## config.mk

```make
export PLATFORM = sky130hd
export DESIGN_NAME = hsk4_tx
export DESIGN_NICKNAME = d
export VERILOG_FILES = /design/src/rtl/hsk4_pkg.sv /design/src/rtl/hsk4_fifo.sv /design/src/rtl/hsk4_tx.sv
export SDC_FILE = /design/constraint.sdc
export NUM_CORES = 1
export LEC_CHECK = 0
export CAP_MARGIN = 20
export CORE_ASPECT_RATIO = 0.8
export CORE_UTILIZATION = 37
export DETAILED_ROUTE_END_ITERATION = 6
export GPL_ROUTABILITY_DRIVEN = 0
export PLACE_DENSITY = 0.64
export SYNTH_ARGS = -nofsm -noshare
export SYNTH_HDL_FRONTEND = slang
export SYNTH_SLANG_ARGS = --single-unit
```

## constraint.sdc

```tcl
create_clock -name clk -period 2.1 [get_ports clk]
set_input_delay 0.63 -clock clk [delete_from_list [all_inputs] [get_ports clk]]
set_output_delay 0.63 -clock clk [all_outputs]
set_load 0.03 [all_outputs]
```

## src/rtl/hsk4_pkg.sv

```systemverilog
// Shared types and elaboration helpers for the 4-phase handshake transmitter.
package hsk4_pkg;

   typedef enum logic [1:0] {
      IDLE = 2'd0,
      REQ  = 2'd1,
      REL  = 2'd2
   } hsk4_st_t;

   function automatic bit is_pow2(input int v);
      return (v > 0) && ((v & (v - 1)) == 0);
   endfunction

endpackage

```

## src/rtl/hsk4_fifo.sv

```systemverilog
// Single-clock input FIFO; full is reported from occupancy alone, so a pop in the
// same cycle never re-opens the write side.
module hsk4_fifo
   import hsk4_pkg::*;
#(
   parameter  int DW    = 32,
   parameter  int DEPTH = 4,
   localparam int AW    = $clog2(DEPTH),
   localparam int LW    = $clog2(DEPTH + 1)
) (
   input  logic          clk,
   input  logic          rst,
   input  logic          push_i,
   input  logic [DW-1:0] din_i,
   input  logic          pop_i,
   output logic [DW-1:0] dout_o,
   output logic          full_o,
   output logic          empty_o,
   output logic [LW-1:0] lvl_o
);

   logic [DW-1:0] mem_q [DEPTH];
   logic [AW-1:0] wr_q, wr_d;
   logic [AW-1:0] rd_q, rd_d;
   logic [LW-1:0] lvl_q, lvl_d;
   logic          do_push;
   logic          do_pop;

   assign full_o  = (lvl_q == LW'(DEPTH));
   assign empty_o = (lvl_q == '0);
   assign do_push = push_i && !full_o;
   assign do_pop  = pop_i && !empty_o;
   assign dout_o  = mem_q[rd_q];
   assign lvl_o   = lvl_q;

   always_comb begin
      wr_d  = wr_q;
      rd_d  = rd_q;
      lvl_d = lvl_q;
      // DEPTH is a power of two, so natural pointer overflow is the wrap
      if (do_push) wr_d = wr_q + AW'(1);
      if (do_pop)  rd_d = rd_q + AW'(1);
      case ({do_push, do_pop})
         2'b10:   lvl_d = lvl_q + LW'(1);
         2'b01:   lvl_d = lvl_q - LW'(1);
         default: lvl_d = lvl_q;
      endcase
   end

   always_ff @(posedge clk) begin
      if (do_push) mem_q[wr_q] <= din_i;
   end

   always_ff @(posedge clk) begin
      if (rst) begin
         wr_q  <= '0;
         rd_q  <= '0;
         lvl_q <= '0;
      end else begin
         wr_q  <= wr_d;
         rd_q  <= rd_d;
         lvl_q <= lvl_d;
      end
   end

endmodule

```

## src/rtl/hsk4_tx.sv

```systemverilog
// 4-phase vld/rdy source: buffers a per-beat upstream stream and presents one word
// at a time to the CDC synchroniser's src side, with an optional per-phase timeout.
//
//   state | meaning
//   ------+---------------------------------------------------------------
//   IDLE  | no word in flight; loads the FIFO head when one is available
//   REQ   | out_vld high, waiting for the peer to raise out_rdy
//   REL   | out_vld low, waiting for the peer to drop out_rdy
module hsk4_tx
   import hsk4_pkg::*;
#(
   parameter int DW     = 32,
   parameter int DEPTH  = 4,
   parameter int TO_CYC = 0
) (
   input  logic                         clk,
   input  logic                         rst,
   input  logic                         in_vld,
   output logic                         in_rdy,
   input  logic [DW-1:0]                in_dat,
   output logic                         out_vld,
   input  logic                         out_rdy,
   output logic [DW-1:0]                out_dat,
   output logic [$clog2(DEPTH+1)-1:0]   lvl,
   output logic                         busy,
   input  logic                         clr_err,
   output logic                         timeout_err
);

   if (!is_pow2(DEPTH) || DEPTH < 2) begin : g_bad_depth
      $error("hsk4_tx: DEPTH must be a power of two and at least 2");
   end

   hsk4_st_t      st_q, st_d;
   logic          vld_q, vld_d;
   logic [DW-1:0] dat_q, dat_d;
   logic          err_q, err_d;
   logic          pop;
   logic          to_set;
   logic          fifo_full;
   logic          fifo_empty;
   logic [DW-1:0] fifo_dout;

   hsk4_fifo #(
      .DW    (DW),
      .DEPTH (DEPTH)
   ) u_fifo (
      .clk     (clk),
      .rst     (rst),
      .push_i  (in_vld),
      .din_i   (in_dat),
      .pop_i   (pop),
      .dout_o  (fifo_dout),
      .full_o  (fifo_full),
      .empty_o (fifo_empty),
      .lvl_o   (lvl)
   );

   assign in_rdy = !fifo_full;

   always_comb begin
      st_d  = st_q;
      vld_d = vld_q;
      dat_d = dat_q;
      pop   = 1'b0;
      case (st_q)
         IDLE: begin
            vld_d = 1'b0;
            if (!fifo_empty) begin
               pop   = 1'b1;
               dat_d = fifo_dout;
               vld_d = 1'b1;
               st_d  = REQ;
            end
         end
         REQ: begin
            vld_d = 1'b1;
            if (out_rdy) begin
               vld_d = 1'b0;
               st_d  = REL;
            end
         end
         REL: begin
            vld_d = 1'b0;
            if (!out_rdy) st_d = IDLE;
         end
         default: begin
            vld_d = 1'b0;
            st_d  = IDLE;
         end
      endcase
   end

   always_ff @(posedge clk) begin
      if (rst) begin
         st_q  <= IDLE;
         vld_q <= 1'b0;
         dat_q <= '0;
      end else begin
         st_q  <= st_d;
         vld_q <= vld_d;
         dat_q <= dat_d;
      end
   end

   if (TO_CYC > 0) begin : g_to
      localparam int CW = $clog2(TO_CYC + 1);
      logic [CW-1:0] cnt_q, cnt_d;
      logic          st_chg;

      assign st_chg = (st_d != st_q);

      always_comb begin
         cnt_d = cnt_q;
         if (st_chg || st_q == IDLE) cnt_d = '0;
         else if (cnt_q != CW'(TO_CYC)) cnt_d = cnt_q + CW'(1);
      end

      always_ff @(posedge clk) begin
         if (rst) cnt_q <= '0;
         else     cnt_q <= cnt_d;
      end

      // fires once, on the edge where the counter reaches TO_CYC
      assign to_set = (st_q != IDLE) && !st_chg && (cnt_q == CW'(TO_CYC - 1));
   end else begin : g_no_to
      assign to_set = 1'b0;
   end

   always_comb begin
      err_d = err_q;
      if (to_set)       err_d = 1'b1;
      else if (clr_err) err_d = 1'b0;
   end

   always_ff @(posedge clk) begin
      if (rst) err_q <= 1'b0;
      else     err_q <= err_d;
   end

   // reset must release the peer at once, not one edge later
   assign out_vld     = vld_q && !rst;
   assign out_dat     = dat_q;
   assign busy        = (st_q != IDLE);
   assign timeout_err = err_q;

endmodule

```

=== Word-level counts from Yosys, hierarchy flattened ===
Memories as Yosys holds them, arrays and structs flattened. A register that Yosys moved wholly into a read port is not among the register bits.
Cells that the tools add are included.

* Mux-type cells: 11
* $add $sub $neg: 4
* Reduce and logical (&&, ||, !) cells: 12
* Eq/ne operators: 8
* Bitwise gates (word level): 1

{| class="wikitable"
|+ Operators with widths
! cell !! number
|-
| two-way mux 2 bit || 3
|-
| != test 2 bit, second input constant || 3
|-
| one-hot mux 2 bit (3 select lines) || 1
|-
| one-hot mux 3 bit (2 select lines) || 1
|-
| two-way mux 1 bit || 5
|-
| adder 2 x 1 -> 2 bit, second input constant || 2
|-
| == test 2 x 1 -> 1 bit, second input constant || 2
|-
| == test 2 bit, second input constant || 2
|-
| nonzero test 2 bit || 2
|-
| adder 3 x 1 -> 3 bit, second input constant || 1
|-
| == test 3 bit, second input constant || 1
|-
| logical AND 1 bit || 3
|-
| zero test 1 bit || 3
|-
| zero test 3 bit || 1
|-
| AND reduction 3 bit || 1
|-
| subtractor 3 x 1 -> 3 bit, second input constant || 1
|-
| zero test 2 bit || 1
|-
| one-hot mux 1 bit (2 select lines) || 1
|-
| AND reduction 2 bit || 1
|-
| NOT 1 bit || 1
|}

* Bits in registers: 10
* Bits of input ports: 37
* Memory bits (writable): 128
* Output and inout port bits: 39
* Word-level logic and storage cells: 42
* Memories: 1

{| class="wikitable"
|+ Memories
! memory !! words !! width !! read ports !! clocked after Yosys merged registers in !! write ports !! RTL line !! source
|-
| u_fifo.mem_q || 4 || 32 || 1 || 1 || 1 || hsk4_fifo.sv:22 || <nowiki>logic [DW-1:0] mem_q [DEPTH];</nowiki>
|}

=== Longest topological paths before layout ===
Gate-level depths: netlist of run 1.

* Word-level depth: 6
* Gate-level depth with buffers: 9
* Gate-level depth less buffers: 9

=== By module ===
Synthesis of run 1 repeated with hierarchy kept, for this count alone.

* Cells, all modules: 388
* Area, all modules: 6751.5 um2

{| class="wikitable"
|+ By module, submodules not included
! module !! times used !! area an instance (um2) !! sequential area each (um2) !! cells each
|-
| hsk4_fifo || 1 || 5143.7 || 4023.9 || 221
|-
| hsk4_tx || 1 || 1607.8 || 700.7 || 167
|}

=== Least setup slack after synthesis of run 1 ===
OpenSTA, ideal clock, no wires.

* Path kind: flip-flop to flip-flop
* From: register u_fifo.lvl_q[2] (netlist: u_fifo.lvl_o[2])
* To: register u_fifo.lvl_q[2] (netlist: u_fifo.lvl_o[2])
* Data required time: 2029 ps
* Setup time: 71 ps
* Stages on the path, launching flop included: 10
* Slack: -312 ps
* Clock period less this slack: 2412 ps
* Arrival time: 2341 ps
* Buffers on the path: 1
* Cell sequence: dfxtp_1 or3b_1 buf_2 nand2_1 ha_1 inv_1 fa_1 xor2_1 or3_1 a21oi_1

* Elaborated cells between the ends (all ways): 14
* Those cells by class: add/sub: 2; eq/ne: 3; mux: 3; reduce/logical: 6

{| class="wikitable"
|+ RTL lines
! item !! RTL line !! source
|-
| from (decl) || hsk4_fifo.sv:25 || <nowiki>logic [LW-1:0] lvl_q, lvl_d;</nowiki>
|-
| from (signal assigned) || hsk4_fifo.sv:62 || <nowiki>lvl_q <= lvl_d;</nowiki>
|-
| == test 3 bit (*) || hsk4_fifo.sv:29 || <nowiki>assign full_o = (lvl_q == LW'(DEPTH));</nowiki>
|-
| zero test 1 bit (*) || - ||
|-
| net in_rdy || hsk4_tx.sv:19 || <nowiki>output logic in_rdy,</nowiki>
|-
| logical AND 1 bit (*) || hsk4_fifo.sv:31 || <nowiki>assign do_push = push_i && !full_o;</nowiki>
|-
| == test 2 x 1 -> 1 bit / == test 2 bit (equally long branches) || hsk4_fifo.sv:43 || <nowiki>case ({do_push, do_pop})</nowiki>
|-
| one-hot mux 3 bit (2 select lines) / nonzero test 2 bit (equally long branches) || - ||
|}

Mark *: on every way through the listed nets, which the timed path passes. The rest lies on a longest branch.
A chain may end at the register's enable or synchronous reset.

=== Final worst setup path of run 1 ===
* From: register dat_q[17] (netlist: out_dat[17]) (read register of u_fifo.mem_q)
* To: output out_dat[17]

{| class="wikitable"
|+ RTL lines
! item !! RTL line !! source
|-
| from (decl) || hsk4_tx.sv:36 || <nowiki>logic [DW-1:0] dat_q, dat_d;</nowiki>
|-
| to (decl) || hsk4_tx.sv:23 || <nowiki>output logic [DW-1:0] out_dat,</nowiki>
|}

No word-level cell between the ends.

==> summary.txt, run 1 <==
Drt
  • Vias per cell: between 4 and 5
  • DRT Pass-1 Iters: 4
  • Routed Antenna Nets: 0
  • Via count: roughly 3100
  • Starting DRT DRC Count: 130
  • Routed WL per cell: between 15 and 20 um
  • Final WL: ~12000 um
  • DRC viols: 0

Pwr
  • Int Pwr: 7.54 mW
  • Design Power: ~11 mW
  • Switch share: 0.297
  • Clock power share: 0.277
  • Comb pwr share: 0.305
  • Total net switching power: 3.19 mW
  • P_leak: between 2 and 3 nW
  • Sequential share of power: 0.417
  • Peak supply drop: between 0.5 and 0.6 mV
  • PwrDens: about 1300 mW/mm2

Global route
  • Global-route wire length before repair: roughly 18000 um
  • Global Route Usage Sum: 0.145
  • GR Overflow Total: 0
  • Antenna violations before repair: 0
  • Vias in the first global route: roughly 3300
  • Largest net degree at the start of global routing: 20

Clock tree
  • Post-CTS setup buffer count: 0
  • CTS Sinks: 170
  • H-tree levels: 4
  • CTS tree: done
  • Clock Path Buffers: 2
  • Later-pin clock latency in the skew report: between 0.4 and 0.5 ns
  • Root Buffer: clkbuf_16
  • Total CTS buffers: 17
  • Clock slew at reported path FFs: around 0.060 ns

Worst setup path
  • CP delay by family, top: buffers and inverters
  • Worst EP required: between 1 and 1.5 ns
  • Crit Path Class: reg -> out
  • Max incr delay on CP: between 0.6 and 0.7 ns
  • Crit-path cells: clkdlybuf4s50_1
  • Slowest CP cell: clkdlybuf4s50_1
  • Critical Path Fanout Max: 2
  • WP buf/inv: 1
  • Worst EP arrival: roughly 1.4 ns
  • Critical Path End Type: output port
  • Critical Path Source Type: flip-flop

Cells and area
  • Util after Layout: 0.490
  • Storage cell area: between 0.004 and 0.005 mm2
  • Area of the multi-input gates: 0.00144 mm2
  • Fill count: about 1400
  • Finished layout cell area: 0.00809 mm2
  • Antenna diodes: 0
  • Nets@finish: 448
  • Layout cells sized above 1: 0.309
  • Synth-to-Final Area Change: 29.6%

Floorplanning
  • FP Rows: 42
  • Die X: approximately 150 um
  • Core area: ~0.017 mm2
  • Initial Util: 0.378
  • Die ar.: 0.0174 mm2
  • IO Count: between 70 and 80
  • Die height: between 100 and 150 um

Timing
  • Final Hold Slack: ~0.47 ns
  • Final period util: 0.979
  • Setup TNS: 0 ns
  • Slew Limit Fails: 0
  • RSZ-0062 raised after global routing: no
  • Clk_skew: about 0.0071 ns
  • Final min period: 2.06 ns
  • Fin. Hold Viols: 0
  • Final setup viols: 0
  • Fmax: 486 MHz

Status
  • Status: completed

Logic synthesis
  • Synthesized area: between 0.006 and 0.007 mm2
  • Ys flop type: edfxtp_1
  • Number of flops mapped to enable cells by yosys: ~130
  • Sequential share of the synthesized area: 0.750
  • Syn avg cell area: roughly 20 um2
  • Synthesized net count: between 300 and 400
  • Seq cells post-synth: 170
  • Cell variety after synth: 36
  • Yosys warns: 0
  • Asr flop ratio synth: 0
  • Post-Syn Instances: 306

Hold path
  • Worst Hold Class: reg -> reg

Placement
  • IO buf count: 73
  • Post-detail-place hpwl: slightly above 7000 um
  • Placement Cell Area: about 0.0075 mm2

Run
  • Max cap viols: 0
## power groups by stage
stage,logic [mW],registers (mW),clock network [mW]
final,3.28,4.48,2.98
after global routing,3.49,4.54,3.19
after CTS,3.34,4.49,3.05
after detailed placement,3.41,4.56,0
after global placement,3.36,4.54,0
after floorplan,1.46,5.13,0
## area by class of cell
class	count	area share
timing repair buffer	98	0.135
sequential	170	0.581
clock inverter	8	0.0122
tap	220	0.0340
inverter	7	0.00325
clock buffer	24	0.0571
multi-input combinational	111	0.178
## sequential cells by signal, summed over array words and instances, names as in the netlist
name	flops
vld_q	1
u_fifo.mem_q	128
u_fifo.rd_q	2
u_fifo.wr_q	2
out_dat	32
u_fifo.lvl_o	3
st_q	2
## what timing repair did
| item | CTS | global route |
|---|---|---|
| hold buffers | 0 | 0 |
| gates cloned | 0 | 0 |
| endpoints found under the setup margin | 16 | 15 |
| gates resized for setup | 17 | 19 |
| hold endpoints to repair | 0 | 0 |
## kinds of logic (layout without fill, tap and decap cells)
family | Yosys count | after routing | synth area share
other | 1 | 1 | 0.000601
buffers and inverters | 25 | 137 | 0.0250
multiplexers | 32 | 32 | 0.118
adder cells (fa/ha/maj) | 6 | 6 | 0.0132
flip-flops | 170 | 170 | 0.750
AO/OA/AOI/OAI | 45 | 45 | 0.0649
XOR/XNOR | 3 | 3 | 0.00421
AND/OR/NAND/NOR | 24 | 24 | 0.0232
## layer usage
layer | routed length, um | part of all wire | global-route usage | vias to the layer above
met5 | 0 | 0 | 0 | -
met4 | 127 | 0.011 | 0.0580 | 0
met3 | 579 | 0.050 | 0.0467 | 14
met2 | 6000 | 0.52 | 0.242 | 60
met1 | 4920 | 0.42 | 0.175 | 1613
li1 | - | - | - | 1437
## worst paths after layout
path                                start                      endpoint  slack (ns)  depth (start not counted)
max              out_dat[17]$_SDFFE_PP0N_                   out_dat[17]        0.04                          1
min              out_dat[22]$_SDFFE_PP0N_      out_dat[22]$_SDFFE_PP0N_        0.47                          1
max reg2reg  u_fifo.lvl_o[0]$_SDFFE_PP0P_  u_fifo.lvl_o[2]$_SDFFE_PP0P_        0.08                          8
min reg2reg      out_dat[22]$_SDFFE_PP0N_      out_dat[22]$_SDFFE_PP0N_        0.47                          1
## layout by cell type, fill, tap and decap left out, types with 3 or more instances in the layout
cell               n
a22o_1             3
dfxtp_2            3
edfxtp_1         128
and3_2             4
ha_1               4
clkinv_2           3
a21oi_1            6
dlygate4sd2_1     13
mux4_1             5
buf_12            13
a22o_2            29
buf_4             13
clkbuf_16         17
dfxtp_1           37
inv_1              6
clkbuf_1           6
clkdlybuf4s50_1   44
nor2_1             6
mux4_2            27
dlymetal6s2s_1    13
## Yosys cell counts (all sizes together) (3+ instances only)
cell / instances / share of area
nor2: 8 / 0.0060
and3: 4 / 0.0040
a21oi: 7 / 0.0074
or3: 3 / 0.0038
inv: 7 / 0.0042
edfxtp: 128 / 0.62
ha: 5 / 0.010
a22o: 32 / 0.051
buf: 14 / 0.018
mux4: 32 / 0.12
dfxtp: 42 / 0.13
clkbuf: 4 / 0.0024
## through the flow
stage	setup WS, ns	std cells
2_1_floorplan	-0.00931	306
3_3_place_gp	-0.178	606
3_5_place_dp	-0.226	606
4_1_cts	-0.0809	638
5_1_grt	0.0000210	638
6_report	0.0440	638
Note: power is estimated with default switching activity, not from simulation.
==> run 2: changes to the inputs <==
ABC_CLOCK_PERIOD_IN_PS = 2100   (was default)
RECOVER_POWER = 100   (was default)
REMOVE_ABC_BUFFERS = 1   (was default)
==> summary.txt, run 2 (synthesized netlist as in run 1, its figures left out) <==
Status
  • Status: completed (unchanged)

Global route
  • Antenna violations before repair: 3 (was 0)
  • GR Overflow Total: 0 (unchanged)
  • Largest net degree at the start of global routing: 33 (was 20)
  • Global Route Usage Sum: 0.145 (about the same)
  • Global-route wire length before repair: 18400 um (about the same)
  • Vias in the first global route: 3363 (was 3307)

Worst setup path
  • Crit Path Class: reg -> out (unchanged)
  • Critical Path End Type: output port (unchanged)
  • CP delay by family, top: buffers and inverters (unchanged)
  • Max incr delay on CP: 0.68 ns (was 0.67 ns)
  • R2r endpoint: u_fifo.lvl_o[2]$_SDFFE_PP0P_ (unchanged)
  • R2R Path Start: u_fifo.lvl_o[2]$_SDFFE_PP0P_ (was u_fifo.lvl_o[0]$_SDFFE_PP0P_)
  • Slowest CP cell: clkdlybuf4s50_1 (unchanged)
  • Critical Path Fanout Max: 2 (unchanged)
  • Flop2flop setup slack: 0.07 ns (was 0.08 ns)
  • Worst EP arrival: 1.43 ns (about the same)
  • Critical Path Source Type: flip-flop (unchanged)
  • Worst EP required: 1.47 ns (about the same)
  • Crit-path cells: clkdlybuf4s50_1 (unchanged)
  • WP buf/inv: 1 (unchanged)
  • R2R depth: 8 (unchanged)

Timing
  • Final Hold Slack: 0.481 ns (was 0.468 ns)
  • Final setup viols: 0 (unchanged)
  • Fmax: 485 MHz (was 486 MHz)
  • Slew Limit Fails: 0 (unchanged)
  • RSZ-0062 raised after global routing: yes (was no)
  • Fin. Hold Viols: 0 (unchanged)
  • Clk_skew: 0.00887 ns (was 0.00711 ns)
  • Final period util: 0.982 (was 0.979)
  • Final min period: 2.06 ns (about the same)

Floorplanning
  • Die height: 118 um (unchanged)
  • FP Rows: 42 (unchanged)
  • Die X: 147 um (unchanged)
  • IO Count: 76 (unchanged)
  • Core area: 0.0165 mm2 (unchanged)
  • Initial Util: 0.378 (unchanged)
  • Die ar.: 0.0174 mm2 (unchanged)

Drt
  • DRC viols: 0 (unchanged)
  • Final WL: 11600 um (about the same)
  • Routed WL per cell: 18.0 um (was 18.2 um)
  • Vias per cell: 4.88 (was 4.90)
  • Routed Antenna Nets: 0 (unchanged)
  • Via count: 3149 (was 3124)
  • DRT Pass-1 Iters: 4 (unchanged)
  • Starting DRT DRC Count: 166 (was 130)

Cells and area
  • Most common cell after layout, fill and taps aside: edfxtp_1 (unchanged)
  • Most flop-heavy register: u_fifo.mem_q (unchanged)
  • Synth-to-Final Area Change: 30.0% (was 29.6%)
  • Max reg flops: 128 (unchanged)
  • Util after Layout: 0.492 (was 0.490)
  • Fin cells: 645 (was 638)
  • Nets@finish: 453 (was 448)
  • Layout cells sized above 1: 0.317 (was 0.309)
  • Most frequent cells in the layout: 128 x edfxtp_1, 40 x dfxtp_1, 32 x dlygate4sd3_1, 29 x a22o_2, 27 x mux4_2 (was 128 x edfxtp_1, 44 x clkdlybuf4s50_1, 37 x dfxtp_1, 29 x a22o_2, 27 x mux4_2)

Hold path
  • WHS Path Cells: 1 (unchanged)
  • Worst Hold Class: reg -> reg (unchanged)
  • Worst Hold Launch: out_dat[5]$_SDFFE_PP0N_ (was out_dat[22]$_SDFFE_PP0N_)
  • Hold Path End: out_dat[5]$_SDFFE_PP0N_ (was out_dat[22]$_SDFFE_PP0N_)

Placement
  • Post-detail-place hpwl: 7130 um (was 7040 um)
  • IO buf count: 73 (unchanged)
  • Dpl cells: 609 (was 606)

Clock tree
  • Clock slew at reported path FFs: 0.06 ns (about the same)
  • Root Buffer: clkbuf_16 (unchanged)
  • Total CTS buffers: 17 (unchanged)
  • H-tree levels: 4 (unchanged)
  • Later-pin clock latency in the skew report: 0.42 ns (about the same)
  • CTS tree: done (unchanged)
  • Hold-fix buffers, CTS: 0 (unchanged)
  • CTS Sinks: 170 (unchanged)
  • Clock Path Buffers: 2 (unchanged)

Pwr
  • PwrDens: 1370 mW/mm2 (was 1330 mW/mm2)
  • Peak supply drop: 0.808 mV (was 0.571 mV)
  • P_leak: 2.95 nW (was 2.98 nW)

Run
  • Max cap viols: 0 (unchanged)
[run 2: per-layer routing]
layer	vias up	wire (um)	GRT usage
li1	1455	-	-
met1	1607	5320	0.191
met2	74	5580	0.225
met3	11	557	0.0440
met4	2	128	0.0599
met5	-	15	0
[run 2: worst max path at each step]
stage                                       from                           end  slack, ns  cells past startpoint
floorplan           u_fifo.lvl_o[2]$_SDFFE_PP0P_  u_fifo.lvl_o[2]$_SDFFE_PP0P_      -0.40                      8
global placement                          in_vld  u_fifo.lvl_o[2]$_SDFFE_PP0P_      -0.25                      8
detailed placement                        in_vld  u_fifo.lvl_o[2]$_SDFFE_PP0P_      -0.29                      8
CTS                      out_dat[8]$_SDFFE_PP0N_                    out_dat[8]     0.0007                      1
global route        u_fifo.lvl_o[2]$_SDFFE_PP0P_  u_fifo.lvl_o[2]$_SDFFE_PP0P_      -0.02                      8
finish                  out_dat[24]$_SDFFE_PP0N_                   out_dat[24]       0.04                      1
[run 2: cell type report]
class / instances / area [um2]
Fill cell: 1363 / 8390
Sequential cell: 170 / 4690
Multi-Input combinational cell: 111 / 1420
Timing Repair Buffer: 103 / 1040
Clock buffer: 18 / 439
Tap cell: 220 / 275
Clock inverter: 14 / 218
Inverter: 7 / 26.3
Antenna cell: 2 / 5.00
[run 2: per-stage QoR]
| step | instance area [um2] | setup TNS, ns | worst slack [ns] | total power, mW |
|---|---|---|---|---|
| finish | 8110 | 0 | 0.0384 | 11.1 |
| CTS | 8080 | 0 | 0.000727 | 11.2 |
| global route | 8110 | -0.0228 | -0.0228 | 11.6 |
| floorplan | 6110 | -40.38 | -0.398 | 6.43 |
| global placement | 7440 | -0.249 | -0.246 | 7.83 |
| detailed placement | 7440 | -0.326 | -0.286 | 7.89 |
[run 2: where the power goes]
group / total (mW) / internal [mW] / leakage [nW] / switching [mW]
clock network: 3.41 / 2.15 / 0.315 / 1.26
logic: 3.14 / 1.47 / 1.12 / 1.67
registers: 4.53 / 4.22 / 1.52 / 0.318
[run 2: what timing repair did]
item                                    in CTS  in global routing
pin swaps                                    0                  1
gates cloned                                 0                  0
buffers inserted                             0                  2
endpoints found under the setup margin      20                 10
gates resized for setup                     23                 11
